$ cat src/rtl/dsd_pkg.sv
// dsd_pkg: shared state encoding, defaults and burst sizing for the DSD DDRAM fetch path
package dsd_pkg;
    localparam int BURST_DEF = 8;
    localparam int ADDR_W    = 29;

    typedef enum logic [2:0] {IDLE, ARM, REQ, DATA, DRAIN} state_e;

    function automatic logic [7:0] burst_len(input logic [31:0] rem, input int burst);
        return (rem < 32'(burst)) ? rem[7:0] : 8'(burst);
    endfunction
endpackage

$ cat src/rtl/dsd_fetch_ctrl.sv
// dsd_fetch_ctrl: fetches a track from DDRAM in FIFO-safe bursts and streams it into the sample FIFO
module dsd_fetch_ctrl
    import dsd_pkg::*;
#(
    parameter int BURST = BURST_DEF,
    parameter int LEN_W = 24
) (
    input  logic              clk,
    input  logic              reset_n,
    input  logic              start,
    input  logic              stop,
    input  logic [ADDR_W-1:0] base_addr,
    input  logic [LEN_W-1:0]  length,
    input  logic [7:0]        fifo_free,
    output logic              fifo_wr,
    output logic [63:0]       fifo_data,
    input  logic              ddram_busy,
    output logic [7:0]        ddram_burstcnt,
    output logic [ADDR_W-1:0] ddram_addr,
    output logic              ddram_rd,
    input  logic [63:0]       ddram_dout,
    input  logic              ddram_dout_ready,
    output logic              active,
    output logic              done
);
    state_e            state_q;
    logic [ADDR_W-1:0] cur_addr_q, addr_q;
    logic [LEN_W-1:0]  remaining_q;
    logic [7:0]        beat_q, blen_q, burstcnt_q;
    logic [7:0]        blen_d, beat_d;
    logic [63:0]       data_q;
    logic              rd_q, wr_q, done_q, active_q;
    logic              last_beat, last_burst;

    assign blen_d     = burst_len(32'(remaining_q), BURST);
    assign beat_d     = beat_q + 8'd1;
    assign last_beat  = beat_d == blen_q;
    assign last_burst = remaining_q == LEN_W'(blen_q);

    always_ff @(posedge clk or negedge reset_n) begin
        if (!reset_n) begin
            state_q     <= IDLE;
            cur_addr_q  <= '0;
            remaining_q <= '0;
            beat_q      <= '0;
            blen_q      <= '0;
            addr_q      <= '0;
            burstcnt_q  <= '0;
            data_q      <= '0;
            rd_q        <= 1'b0;
            wr_q        <= 1'b0;
            done_q      <= 1'b0;
            active_q    <= 1'b0;
        end else begin
            wr_q     <= 1'b0;
            done_q   <= 1'b0;
            active_q <= state_q != IDLE;
            case (state_q)
                IDLE: if (start && !stop) begin
                    cur_addr_q  <= base_addr;
                    remaining_q <= length;
                    state_q     <= ARM;
                end
                ARM: if (stop) begin
                    state_q <= IDLE;
                end else if (remaining_q == '0) begin
                    done_q  <= 1'b1;
                    state_q <= IDLE;
                end else if (fifo_free >= blen_d) begin
                    rd_q       <= 1'b1;
                    addr_q     <= cur_addr_q;
                    burstcnt_q <= blen_d;
                    blen_q     <= blen_d;
                    state_q    <= REQ;
                end
                REQ: if (!ddram_busy) begin
                    rd_q    <= 1'b0;
                    beat_q  <= '0;
                    state_q <= stop ? DRAIN : DATA;
                end else if (stop) begin
                    rd_q    <= 1'b0;
                    state_q <= IDLE;
                end
                DATA: if (ddram_dout_ready) begin
                    beat_q <= beat_d;
                    wr_q   <= !stop;
                    data_q <= ddram_dout;
                    if (last_beat) begin
                        cur_addr_q  <= cur_addr_q + ADDR_W'(blen_q);
                        remaining_q <= remaining_q - LEN_W'(blen_q);
                        // the final burst exits directly so done fires once, alongside the last write
                        done_q      <= !stop && last_burst;
                        state_q     <= (stop || last_burst) ? IDLE : ARM;
                    end else if (stop) begin
                        state_q <= DRAIN;
                    end
                end else if (stop) begin
                    state_q <= DRAIN;
                end
                DRAIN: if (ddram_dout_ready) begin
                    beat_q <= beat_d;
                    if (last_beat) state_q <= IDLE;
                end
                default: state_q <= IDLE;
            endcase
        end
    end

    assign fifo_wr        = wr_q;
    assign fifo_data      = data_q;
    assign ddram_rd       = rd_q;
    assign ddram_addr     = addr_q;
    assign ddram_burstcnt = burstcnt_q;
    assign active         = active_q;
    assign done           = done_q;
endmodule

$ cat config.mk
export PLATFORM = sky130hd
export DESIGN_NAME = dsd_fetch_ctrl
export DESIGN_NICKNAME = d
export VERILOG_FILES = /design/src/rtl/dsd_pkg.sv /design/src/rtl/dsd_fetch_ctrl.sv
export SDC_FILE = /design/constraint.sdc
export NUM_CORES = 1
export LEC_CHECK = 0
export CORE_MARGIN = 1
export CORE_UTILIZATION = 49
export DETAILED_ROUTE_END_ITERATION = 8
export PLACE_DENSITY_LB_ADDON = 0.25
export SYNTH_ARGS = -nofsm -noshare
export SYNTH_HDL_FRONTEND = slang
export SYNTH_SLANG_ARGS = --single-unit
$ cat constraint.sdc
create_clock -name clk -period 4.7 [get_ports clk]
set_clock_uncertainty 0.05 [all_clocks]
set_input_delay 0.94 -clock clk [delete_from_list [all_inputs] [get_ports clk]]
set_output_delay 0.94 -clock clk [all_outputs]
set_load 0.02 [all_outputs]
==> impl_metrics.toml <==
[outcome]
status = "finished clean"

[clock_tree]
cts_max_path_buffers = 2
clkSinkCount = 169
cts_hold_buf = 0
cts_tree = "built"
insertion_delay_ns = 0.43
cts_resized = 0
root_buffer = "clkbuf_16"
clkTransAtPathRegs_ns = 0.07
numCtsBuffers = 17
ctsHtreeMaxLevel = 4
post_cts_buffers = 0

[power_and_ir_drop]
power.leakage_uw = 0.00504
p_per_area_nw_per_um2 = 594
vdd_drop_max_mv = 0.319

[min_path]
hold_class = "reg -> reg"
worstHoldPathCells = 1
min_delay_worst_endpoint = "ddram_addr[3]"
worstHoldStart = "ddram_addr[3]"

[die]
die-area_um2 = 18100
die_h_um = 135
num_io_pins = 236
rows = 48
die_width_um = 135
core_area_um2 = 17200
initial_core_util_pct = 49.9

[cells_and_area]
utilization_pct = 68.3
layout-area-overhead-vs-synth_pct = 36.9
layout-drive-gt1-share_pct = 14.4
antenna-diode-count = 0
nNetsFinal = 1207

[place]
dpl.hpwl_um = 16400
port_buffers = 235
gp_congestion = 0.904

[drt]
via_count = 7284
wl_per_cell_um = 17.8
first_iter_violations = 446
postRouteAntennaNets = 0
routed_wl_um = 22900
viasPerCell = 5.66
drc_errors = 0
first_pass_iters = 6

[sta]
finalSetupViolCount = 0
min_period_ns = 4.19
whs_ns = 0.453
fin_crit_sh_pct = 89.2
max_slew_margin_pct = 29.3
slew_viol_final = 0
rsz0062_at_grt = "false"
hold_violations = 0
max_freq_mhz = 238
setup_tns_ns = 0
worst_slew_pin_slew_ns = 1.06

[logic_synthesis]
async_reset_ff_share_pct = 100
synth_seq_cells = 169
ys.warnings.count = 0
yosysMostFrequentCell = "dfrtp_1"
postSynthAreaPerCell_um2 = 10.5
ys_seq_area_share_pct = 49.2
synth_top_area_cell = "dfrtp_1"
synth.distinct_cells = 65
synth_edf_count = 0
ys_top_cells_by_count = "dfrtp_1 (169), mux2_2 (93), nand2_1 (67), a21oi_1 (66), nor2_1 (50)"
yosysTopAreaCellShare_pct = 49.2
ys.flop_type = "dfrtp_1"
syn_area_um2 = 8600
synthCells = 822
synth_area_leaders = "dfrtp_1 (49%), mux2_2 (12%), a21oi_1 (3.8%)"

[global_routing]
grt_start_max_net_pins = 112
grt_first_pass_wirelength_um = 36300
grt_usage_pct = 25.8
grtUsageMet2_pct = 42.5
grtUsageMet3_pct = 5.52
grt_pass1_vias = 7082
antenna_found_initial = 0
grt_use_met1_pct = 33.5
grt_overflow = 0
grt_busiest_layer = "met2"

[worst_setup_path]
critical_path_class = "reg -> reg"
end_kind = "register"
r2r_setup_slack_ns = 0.51
cp-start-kind = "register"
critPathMaxStageDelay_ns = 0.47
slowest_stage = "nor4_1"
critPathBufInv = 1
crit_required_ns = 4.95
reg2reg_depth = 14
rr_startpoint = "remaining_q[16]"
arrival_ns = 4.45
crit_fanout = 27
critical_path.top_delay_family = "simple AND/OR/NAND/NOR gates"
r2r-end = "ddram_addr[23]"
crit_path_cell_trace = "nor4_1, nand2b_1, nor3_1, nand4_2, nor2_1, ha_1, nand2b_1, a21o_1, a21o_1, a211oi_1, o31ai_1, nand2b_2, buf_12, mux2_2"

[job]
maxCapViolations = 0
[metal layers]
| layer | vias to the layer above | wire [um] |
|---|---|---|
| met5 | - | 0 |
| met4 | 0 | 486 |
| met3 | 41 | 1660 |
| met2 | 277 | 10900 |
| met1 | 3510 | 9810 |
| li1 | 3456 | - |
[registers in the layout, indices dropped and copies added, names as in the netlist, 3 cells and up]
name / flops
fifo_data: 64
beat_q: 8
cur_addr_q: 29
ddram_burstcnt: 8
ddram_addr: 29
remaining_q: 24
state_q: 3
[report_power, final]
| part | leakage [uW] | switching, uW | internal [uW] |
|---|---|---|---|
| Combinational | 0.00267 | 1480 | 1530 |
| Clock | 0.000279 | 578 | 826 |
| Sequential | 0.00209 | 507 | 2070 |
[cells in the final DEF (no fill, tap or decap), drive strengths merged, types with 6 or more instances in the layout]
cell type,instances
dfrtp,169
buf,14
or3,11
nor3,12
o31ai,9
nand4,9
nand3,15
or2,6
mux2,94
nand2,67
nor4,10
inv,30
clkdlybuf4s50,234
o21a,7
a211oi,7
nand2b,9
a21oi,66
xnor2,12
o22ai,21
o41ai,6
a31oi,12
and2,6
clkbuf,22
and3,8
a21o,7
o21ai,50
nor2,50
ha,25
[cells by family after synthesis]
kind of cell | count (synthesis) | share of synthesized area [%]
AO/OA/AOI/OAI | 222 | 16.1
XOR/XNOR | 17 | 1.73
adder cells (fa/ha/maj) | 27 | 4.10
buffers and inverters | 72 | 3.58
flip-flops | 169 | 49.2
multiplexers | 98 | 12.8
other | 1 | 0.0436
AND/OR/NAND/NOR | 216 | 12.4
[worst max-delay path by stage]
| stage | from | endpoint | slack, ns | depth (start not counted) |
|---|---|---|---|---|
| finish | remaining_q[16] | ddram_addr[23] | 0.51 | 14 |
| global route | remaining_q[16] | ddram_addr[22] | 0.12 | 14 |
| CTS | remaining_q[16] | ddram_addr[23] | 0.55 | 14 |
| detailed placement | remaining_q[16] | ddram_addr[23] | 0.59 | 14 |
| global placement | remaining_q[12] | ddram_addr[17] | 0.73 | 14 |
| floorplan | remaining_q[12] | ddram_addr[27] | 1.13 | 15 |
[stage by stage]
step,cells,power [uW],setup WS [ns],cell area [um2]
global placement,1255,5520,0.729,11200
CTS,1287,7030,0.553,11800
global route,1287,7420,0.119,11800
floorplan,825,4260,1.13,8610
finish,1287,6990,0.506,11800
detailed placement,1255,5600,0.591,11200
[area by class of cell]
| class | count | area (um2) |
|---|---|---|
| multi-input combinational | 584 | 4090 |
| clock inverter | 10 | 118 |
| clock buffer | 22 | 474 |
| fill | 1359 | 5460 |
| sequential | 169 | 4230 |
| tap | 225 | 282 |
| inverter | 29 | 109 |
| timing repair buffer | 248 | 2480 |
Note: power is estimated with default switching activity, not from simulation.
